`src/rtl/mult_sequencer.sv`:
```
// Issues one operand pair at a time to an external multi-cycle multiplier core.
// Provides a one-entry request buffer, a WAIT timeout, and a post-reset drain.
module mult_sequencer #(
  parameter int TIMEOUT   = 100,
  parameter int DRAIN_CYC = 72
) (
  input  logic        Clk,
  input  logic        Reset,
  input  logic        req_valid,
  output logic        req_ready,
  input  logic [31:0] req_a,
  input  logic [31:0] req_b,
  input  logic [3:0]  req_tag,
  output logic        core_execute,
  output logic [31:0] core_a,
  output logic [31:0] core_b,
  input  logic        core_ready,
  input  logic [63:0] core_product,
  output logic        rsp_valid,
  input  logic        rsp_ready,
  output logic [63:0] rsp_product,
  output logic [3:0]  rsp_tag,
  output logic        rsp_error,
  output logic        busy
);

  typedef enum logic [2:0] {S_DRAIN, S_IDLE, S_ISSUE, S_WAIT, S_RESP} state_t;

  localparam logic [6:0] DRAIN_LAST   = 7'(DRAIN_CYC - 1);
  localparam logic [6:0] TIMEOUT_LAST = 7'(TIMEOUT - 1);

  state_t      state_q, state_d;
  logic [6:0]  cnt_q, cnt_d;
  logic        pend_vld_q, pend_vld_d;
  logic [31:0] pend_a_q, pend_a_d;
  logic [31:0] pend_b_q, pend_b_d;
  logic [3:0]  pend_tag_q, pend_tag_d;
  logic [31:0] act_a_q, act_a_d;
  logic [31:0] act_b_q, act_b_d;
  logic [3:0]  act_tag_q, act_tag_d;
  logic [63:0] prod_q, prod_d;
  logic        err_q, err_d;
  logic        accept;
  logic        take_pend;

  assign req_ready    = !pend_vld_q && !Reset;
  assign accept       = req_valid && req_ready;
  assign core_execute = (state_q == S_ISSUE);
  assign rsp_valid    = (state_q == S_RESP);
  assign busy         = (state_q != S_IDLE) || Reset;
  assign core_a       = act_a_q;
  assign core_b       = act_b_q;
  assign rsp_product  = prod_q;
  assign rsp_tag      = act_tag_q;
  assign rsp_error    = err_q;

  always_comb begin
    state_d    = state_q;
    cnt_d      = cnt_q;
    pend_vld_d = pend_vld_q;
    pend_a_d   = pend_a_q;
    pend_b_d   = pend_b_q;
    pend_tag_d = pend_tag_q;
    act_a_d    = act_a_q;
    act_b_d    = act_b_q;
    act_tag_d  = act_tag_q;
    prod_d     = prod_q;
    err_d      = err_q;
    take_pend  = 1'b0;

    // The buffer accepts in every state, including DRAIN.
    if (accept) begin
      pend_vld_d = 1'b1;
      pend_a_d   = req_a;
      pend_b_d   = req_b;
      pend_tag_d = req_tag;
    end

    case (state_q)
      S_DRAIN: begin
        // core_ready is deliberately ignored so a stale pulse from a core that
        // was mid-operation at reset cannot be mistaken for a new result.
        if (cnt_q == DRAIN_LAST) begin
          state_d = S_IDLE;
          cnt_d   = '0;
        end else begin
          cnt_d = cnt_q + 7'd1;
        end
      end
      S_IDLE: begin
        if (pend_vld_q) begin
          state_d   = S_ISSUE;
          take_pend = 1'b1;
        end
      end
      S_ISSUE: begin
        state_d = S_WAIT;
        cnt_d   = '0;
      end
      S_WAIT: begin
        if (core_ready) begin
          prod_d  = core_product;
          err_d   = 1'b0;
          state_d = S_RESP;
        end else if (cnt_q == TIMEOUT_LAST) begin
          prod_d  = '0;
          err_d   = 1'b1;
          state_d = S_RESP;
        end else begin
          cnt_d = cnt_q + 7'd1;
        end
      end
      S_RESP: begin
        if (rsp_ready) begin
          if (pend_vld_q) begin
            state_d   = S_ISSUE;
            take_pend = 1'b1;
          end else begin
            state_d = S_IDLE;
          end
        end
      end
      default: state_d = S_DRAIN;
    endcase

    if (take_pend) begin
      act_a_d    = pend_a_q;
      act_b_d    = pend_b_q;
      act_tag_d  = pend_tag_q;
      pend_vld_d = 1'b0;
    end
  end

  always_ff @(posedge Clk) begin
    if (Reset) begin
      state_q    <= S_DRAIN;
      cnt_q      <= '0;
      pend_vld_q <= 1'b0;
      act_a_q    <= '0;
      act_b_q    <= '0;
      act_tag_q  <= '0;
      prod_q     <= '0;
      err_q      <= 1'b0;
    end else begin
      state_q    <= state_d;
      cnt_q      <= cnt_d;
      pend_vld_q <= pend_vld_d;
      act_a_q    <= act_a_d;
      act_b_q    <= act_b_d;
      act_tag_q  <= act_tag_d;
      prod_q     <= prod_d;
      err_q      <= err_d;
    end
  end

  // Pending payload is only meaningful while pend_vld_q is set.
  always_ff @(posedge Clk) begin
    pend_a_q   <= pend_a_d;
    pend_b_q   <= pend_b_d;
    pend_tag_q <= pend_tag_d;
  end

endmodule
```
`config.mk`:
```
export PLATFORM = sky130hd
export DESIGN_NAME = mult_sequencer
export DESIGN_NICKNAME = d
export VERILOG_FILES = /design/src/rtl/mult_sequencer.sv
export SDC_FILE = /design/constraint.sdc
export NUM_CORES = 1
export LEC_CHECK = 0
export ABC_AREA = 1
export BUFFER_PORTS_ARGS = -buffer_cell sky130_fd_sc_hd__buf_4
export CORE_AREA = 5 5 152 154
export DETAILED_ROUTE_END_ITERATION = 10
export DIE_AREA = 0 0 157 159
export HOLD_SLACK_MARGIN = 0.08
export PLACE_DENSITY_LB_ADDON = 0.25
export REMOVE_ABC_BUFFERS = 1
export SLEW_MARGIN = 20
export SYNTH_ARGS = -nofsm -noshare
export SYNTH_HDL_FRONTEND = slang
export SYNTH_SLANG_ARGS = --single-unit
```
`constraint.sdc`:
```
create_clock -name Clk -period 9.4 [get_ports Clk]
set_input_delay 1.88 -clock Clk [delete_from_list [all_inputs] [get_ports Clk]]
set_output_delay 1.88 -clock Clk [all_outputs]
set_load 0.1 [all_outputs]
```
==> metrics.txt, run 1 <==
status finished, final reports clean; diode count 0; Non-Filler Instances 1,328; crit path to busy; Synth-to-Final Area Change 40.54%; Max Used Layer met4; Critical Path End Type output pin; Crit path largest cell delay 610 ps; Vias 6,154; fill cell count around 2.0k; routed length on met3 around 1300 um; Critical Path RT between 7000 and 8000 ps; RSZ-0062 raised after global routing false; largest delay contributor family on the critical path buffers and inverters; worst reg2reg path depth 11; CTS tree yes; largest net degree at the start of global routing 75; Worst path depth 5; Gates resized, CTS repair 0; post-synthesis sequential area ratio 0.6604; multi-input logic area approximately 0.0022 mm^2; number of synthesized register bits 212; Synth Cell Area between 0.007 and 0.008 mm^2; Pre-antenna DRT Iters 6; Lkg Pwr about 4.5 nW; gr usage total 0.1627; Tcrit/Tclk final 0.5614; Netlist cell types 24; skew final roughly 14 ps; Clk pin slew, worst setup/hold paths about 60 ps; area of the core roughly 0.022 mm^2; clk buf depth 3; Max Fclk 189.5 MHz; setup TNS 0 ps; # setup viols final 0; DRC viols 0; Worst Setup SP Reset; IO Pins roughly 270; num rows 54; critical-path maximum fanout 74; actual slew at the worst max-slew pin slightly above 900 ps; dpl ws a little over 4000 ps; initial cell density of the core 0.3460; met1 wire length 8544 um; Die H 159 um; kind of critical path in -> out; Final Net Count around 1.2k; DRT iter0 DRCs 383; reg2reg setup slack 7090 ps; Design Power 2.243 mW; initial antenna violation count 0; gr ovfl total 0; Die X-Extent about 160 um; share of cells above drive strength 1 0.3244; slowest CP cell buf_4; RePlAce Congestion 0.8042; Worst slew margin 0.3776; clock root cell clkbuf_16; clk sink count about 210; CP Cell Sequence buf_4, inv_2, buf_4, nand2_1, buf_4; # hold bufs at CTS 0; Fin. Hold Viols 0; crit start category input port; TritonCTS Buffers 25; WL final approximately 21,000 um; VDD IR max between 0.1 and 0.15 mV; min Tclk post-route about 5300 ps; r2r endpoint core_b[2]$_SDFFE_PP0P_; mean post-synth cell area between 9 and 10 um^2; YS warnings 0; first-pass GRT wire length roughly 33,000 um; met2 WL post-DR approximately 11,000 um; final-report max-slew violation count 0; clk_lat worst skew between 500 and 600 ps; final core occ 0.4862; vias per std cell between 4 and 5; number of H-tree levels 1; dpl cells ~1.3k; Worst R2R Start state_q[0]$_SDFFE_PP0P_; WP buf/inv 4; Die ar. roughly 0.025 mm^2; Hold Path Class reg -> reg; Critical Path Most Common Cell buf_4; register cell area after layout 0.004925 mm^2; Power Dens Cells 214.0 mW/mm^2; hpwl dp between 10,000 and 15,000 um; crit path DAT 3400 ps; final worst setup slack ~4100 ps; Synth Instances about 780; wire length per cell 16.06 um; vias in the first global route between 6k and 7k; maxcap violations 0; Setup Buffers After CTS 0; DRT antenna net count 0; count of input and output buffers 273
[cells by family after synthesis]
group	Yosys count	share of synthesized area
simple gates	338	0.1899
flops	212	0.6604
compound gates	144	0.09950
buf+inv	80	0.04849
fa+ha+maj	1	0.001678
[per-layer routing]
layer	track usage	up-vias
met2	0.2760	171
met3	0.03452	40
li1	-	3088
met1	0.2051	2855
met4	0.05523	0
met5	0	-
[registers in the layout, indices dropped and copies added, names as in the netlist]
name,flops
pend_b_q,32
pend_tag_q,4
core_a,32
pend_vld_q,1
core_b,32
rsp_product,64
state_q,3
rsp_tag,4
pend_a_q,32
cnt_q,7
rsp_error,1
[synth_stat cells]
master / number / share of area
nor3_1: 2 / 0.0013
o211ai_1: 1 / 0.0010
buf_4: 1 / 0.0010
o21ai_0: 67 / 0.045
clkbuf_1: 24 / 0.012
dfxtp_1: 144 / 0.39
buf_6: 4 / 0.0060
nand3_1: 85 / 0.057
o21ai_4: 1 / 0.0022
nor2_1: 144 / 0.072
buf_1: 1 / 0.00050
buf_2: 22 / 0.015
inv_1: 25 / 0.013
nand2_1: 93 / 0.047
nand2_2: 1 / 0.00084
inv_2: 3 / 0.0015
ha_1: 1 / 0.0017
nand3_2: 1 / 0.0013
o21bai_1: 1 / 0.0010
o21ai_1: 2 / 0.0013
nor2_2: 12 / 0.010
a21oi_1: 70 / 0.047
edfxtp_1: 68 / 0.27
a211oi_1: 2 / 0.0020
[worst min-delay path: cells and delay by family (launching register included)]
family / cells / cell delay, ps
compound gates: 1 / 50
buf+inv: 1 / 50
flops: 1 / 310
[cells in the final DEF (no fill, tap or decap), types with 2 or more instances in the layout]
master / instances
a211oi_1: 2
a21oi_1: 70
buf_4: 279
clkbuf_1: 8
clkbuf_16: 25
clkbuf_8: 6
clkinv_2: 4
dfxtp_1: 144
edfxtp_1: 68
inv_1: 23
inv_2: 4
nand2_1: 92
nand2_2: 2
nand3_1: 85
nor2_1: 143
nor2_2: 12
o21ai_0: 67
o21ai_1: 2
[worst min-delay path by stage]
stage,start,to,slack (ps),cells past startpoint
finish,rsp_error$_SDFFE_PP0P_,rsp_error$_SDFFE_PP0P_,470,2
global route,pend_b_q[10]$_DFFE_PP_,core_b[10]$_SDFFE_PP0P_,480,2
CTS,pend_a_q[3]$_DFFE_PP_,core_a[3]$_SDFFE_PP0P_,470,2
detailed placement,pend_tag_q[1]$_DFFE_PP_,rsp_tag[1]$_SDFFE_PP0P_,460,2
global placement,pend_a_q[31]$_DFFE_PP_,core_a[31]$_SDFFE_PP0P_,450,2
floorplan,pend_a_q[0]$_DFFE_PP_,core_a[0]$_SDFFE_PP0P_,450,2
[layout make-up]
class | count | share of cell area
clock buffers | 39 | 0.07044
clock inverters | 7 | 0.007521
inverters | 28 | 0.01027
multi-input cells | 483 | 0.2086
flip-flops and latches | 212 | 0.4699
well taps | 280 | 0.03343
repair buffers | 279 | 0.1999
[metrics by stage]
stage | hold WS, ps | instance area [um^2]
detailed placement | 456.8 | 9663
CTS | 469.3 | 10480
global placement | 449.9 | 9661
floorplan | 447.5 | 7201
finish | 466.9 | 10480
global route | 481.4 | 10480
[power by group]
group / switching [mW] / total, mW / internal (mW)
registers: 0.0174 / 1.00 / 0.984
logic: 0.220 / 0.299 / 0.0793
clock network: 0.373 / 0.942 / 0.569
total: 0.610 / 2.24 / 1.63
Power figures use the tool's default switching activity.
==> run 2, diff against run 1 <==
- ABC_AREA: 1 -> 0
- CORE_AREA: 5 5 152 154 -> 5 5 148 150
- DIE_AREA: 0 0 157 159 -> 0 0 153 155
- clock period: 9.4 -> 5.35 ns (I/O delays scaled with it)
==> metrics.txt, run 2 <==
Worst slew margin 0.2991 (-0.07851); actual slew at the worst max-slew pin 1049 ps (+115.4 ps); post-synthesis sequential area ratio 0.7039 (+0.04346); YS warnings 0 (unchanged); # hold bufs at CTS 0 (unchanged); Power Dens Cells 324.9 mW/mm^2 (+52%); setup TNS 0 ps (unchanged); DRT iter0 DRCs 184 (-52%); Fin. Hold Viols 0 (unchanged); first-pass GRT wire length 29,090 um (-12%); mean post-synth cell area 11.88 um^2 (+23%); Synth Instances 589 (-24%); largest net degree at the start of global routing 69 (-8.0%); ys async rst share 0 (unchanged); leading area contributor after synthesis dfxtp_1; Placed Area 0.009256 mm^2 (-4.2%); area of the core 0.02056 mm^2 (-4.6%); kind of critical path reg -> out; clk_lat worst skew 490 ps (-30 ps); share of cells above drive strength 1 0.3644 (+0.03994); crit path DAT 1940 ps (-1460 ps); num rows 53 (-1.9%); clock root cell clkbuf_16; Die X-Extent 153 um (-2.5%); Die H 155 um (-2.5%); Synth-to-Final Area Change 41.85%; skew final 6.599 ps (-6.941 ps); Vias 5,329 (-13%); wire length per cell 16.42 um (+2.2%); most common cell in the netlist dfxtp_1; initial antenna violation count 0 (unchanged); Pre-antenna DRT Iters 5 (-1); crit start category flip-flop; # setup viols final 0 (unchanged); VDD IR max 0.1786 mV (+23%); Final Net Count 992 (-15%); DRC viols 0 (unchanged); Clk pin slew, worst setup/hold paths 60 ps (about the same); TritonCTS Buffers 23 (-8.0%); most frequent cells in the layout buf_4 (278), dfxtp_1 (144), nand2_1 (140); fill cell count 1,940 (-4.2%); status finished, final reports clean; Critical Path End Type output pin; hpwl dp 12,920 um (-5.3%); vias per std cell 4.654 (+0.43%); clk sink count 212 (unchanged); WL final 18,800 um (-12%); most common cell after layout, fill and taps aside buf_4; gr usage total 0.1503 (-0.01239); gr ovfl total 0 (unchanged); Netlist cell types 39 (+63%); diode count 0 (unchanged); vias in the first global route 5,411 (-10%); IO Pins 274 (unchanged); Post-Layout Inst Area 0.009925 mm^2 (-5.3%); ys flop type dfxtp_1; maxcap violations 0 (unchanged); Die ar. 0.02372 mm^2 (-5.0%); Hold Path Class reg -> reg; Setup Buffers After CTS 0 (unchanged); Lkg Pwr 4.021 nW (-11%); top post-synthesis cells by area dfxtp_1 (41%), edfxtp_1 (29%), a22o_1 (8.0%), nand2_1 (7.5%), a21oi_1 (5.1%); final-report max-slew violation count 0 (unchanged); Max Fclk 332.5 MHz; number of synthesized register bits 212 (unchanged); CTS tree yes; Tcrit/Tclk final 0.5622; Worst Setup SP state_q[0]$_SDFFE_PP0P_; number of enable flip-flop cells after synthesis 68 (unchanged); Synth top area share 0.4120 (+0.02544); clk buf depth 3 (unchanged); RePlAce Congestion 0.7664 (-4.7%); number of H-tree levels 1 (unchanged); Worst R2R Start state_q[0]$_SDFFE_PP0P_; Gates resized, CTS repair 0 (unchanged); hold path startpoint core_a[19]$_SDFFE_PP0P_; worst hold margin 453.3 ps (-13.57 ps); count of input and output buffers 273 (unchanged); Synth Cell Area 0.006997 mm^2 (-6.2%); commonest cells in the synthesized netlist dfxtp_1 (144), nand2_1 (140), a21oi_1 (71), edfxtp_1 (68), a22o_1 (64); RSZ-0062 raised after global routing false; max reg flops 64 (unchanged); min Tclk post-route roughly 3000 ps; DRT antenna net count 0 (unchanged); initial cell density of the core 0.3404 (-0.005636); Critical Path RT 4280 ps (-3240 ps); critical-path maximum fanout 13 (-82%)
==> run 2: cell count changes after synthesis, sizes merged, moves of 4 or more <==
cell	change
o21ai	-67
a22o	+64
nand2	+46
nor2	-147
buf	-17
xnor2	+4
nand3	-84
inv	-21
==> run 2: final timing paths <==
check | to | slack, ps | cells past startpoint
setup / recovery | busy | 2340 | 3
hold / removal | core_a[19]$_SDFFE_PP0P_ | 450 | 2
setup reg to reg | core_a[5]$_SDFFE_PP0P_ | 2800 | 5
hold reg to reg | core_a[19]$_SDFFE_PP0P_ | 450 | 2
==> run 2: per-layer routing <==
layer	wire length, um	global-route usage
met2	8360	0.2400
met1	8039	0.1874
met3	2035	0.06592
met5	0	0
met4	367	0.04031
==> run 2: area by class of cell <==
type                    instances  area [um^2]  share of cell area
clock inverters                 9        48.80            0.004917
well taps                     275        344.1             0.03467
repair buffers                278         2087              0.2103
multi-input cells             332         1874              0.1889
flip-flops and latches        212         4925              0.4962
clock buffers                  32        619.3             0.06241
inverters                       7        26.28            0.002648
==> run 2: logic make-up after synthesis <==
group / count (synthesis) / synth area share
buffers and inverters: 45 / 0.03147
XOR/XNOR: 4 / 0.005007
flip-flops: 212 / 0.7039
adder cells (fa/ha/maj): 1 / 0.001788
AO/OA/AOI/OAI: 155 / 0.1534
AND/OR/NAND/NOR: 171 / 0.1028
multiplexers: 1 / 0.001609
==> run 2: power by group <==
group          switching, mW  internal, mW
clock                  0.595         0.808
sequential           0.00776          1.69
combinational         0.0557        0.0705
total                  0.658          2.57
==> run 2: worst max-delay path, cell delays in order, from the launching register on <==
cell      delay (ps)
dfxtp_1          580
nand2b_1         260
or3_1            370
buf_4            240
==> run 2: metrics by stage <==
| step | instances | power (mW) | setup slack [ps] | util |
|---|---|---|---|---|
| floorplan | 551 | 1.757 | 802.9 | - |
| global placement | 1104 | 1.857 | 2344 | 0.4503 |
| detailed placement | 1104 | 1.859 | 2277 | 0.4503 |
| CTS | 1145 | 3.278 | 2321 | 0.4828 |
| global route | 1145 | 3.354 | 2230 | 0.4828 |
| finish | 1145 | 3.225 | 2342 | 0.4828 |
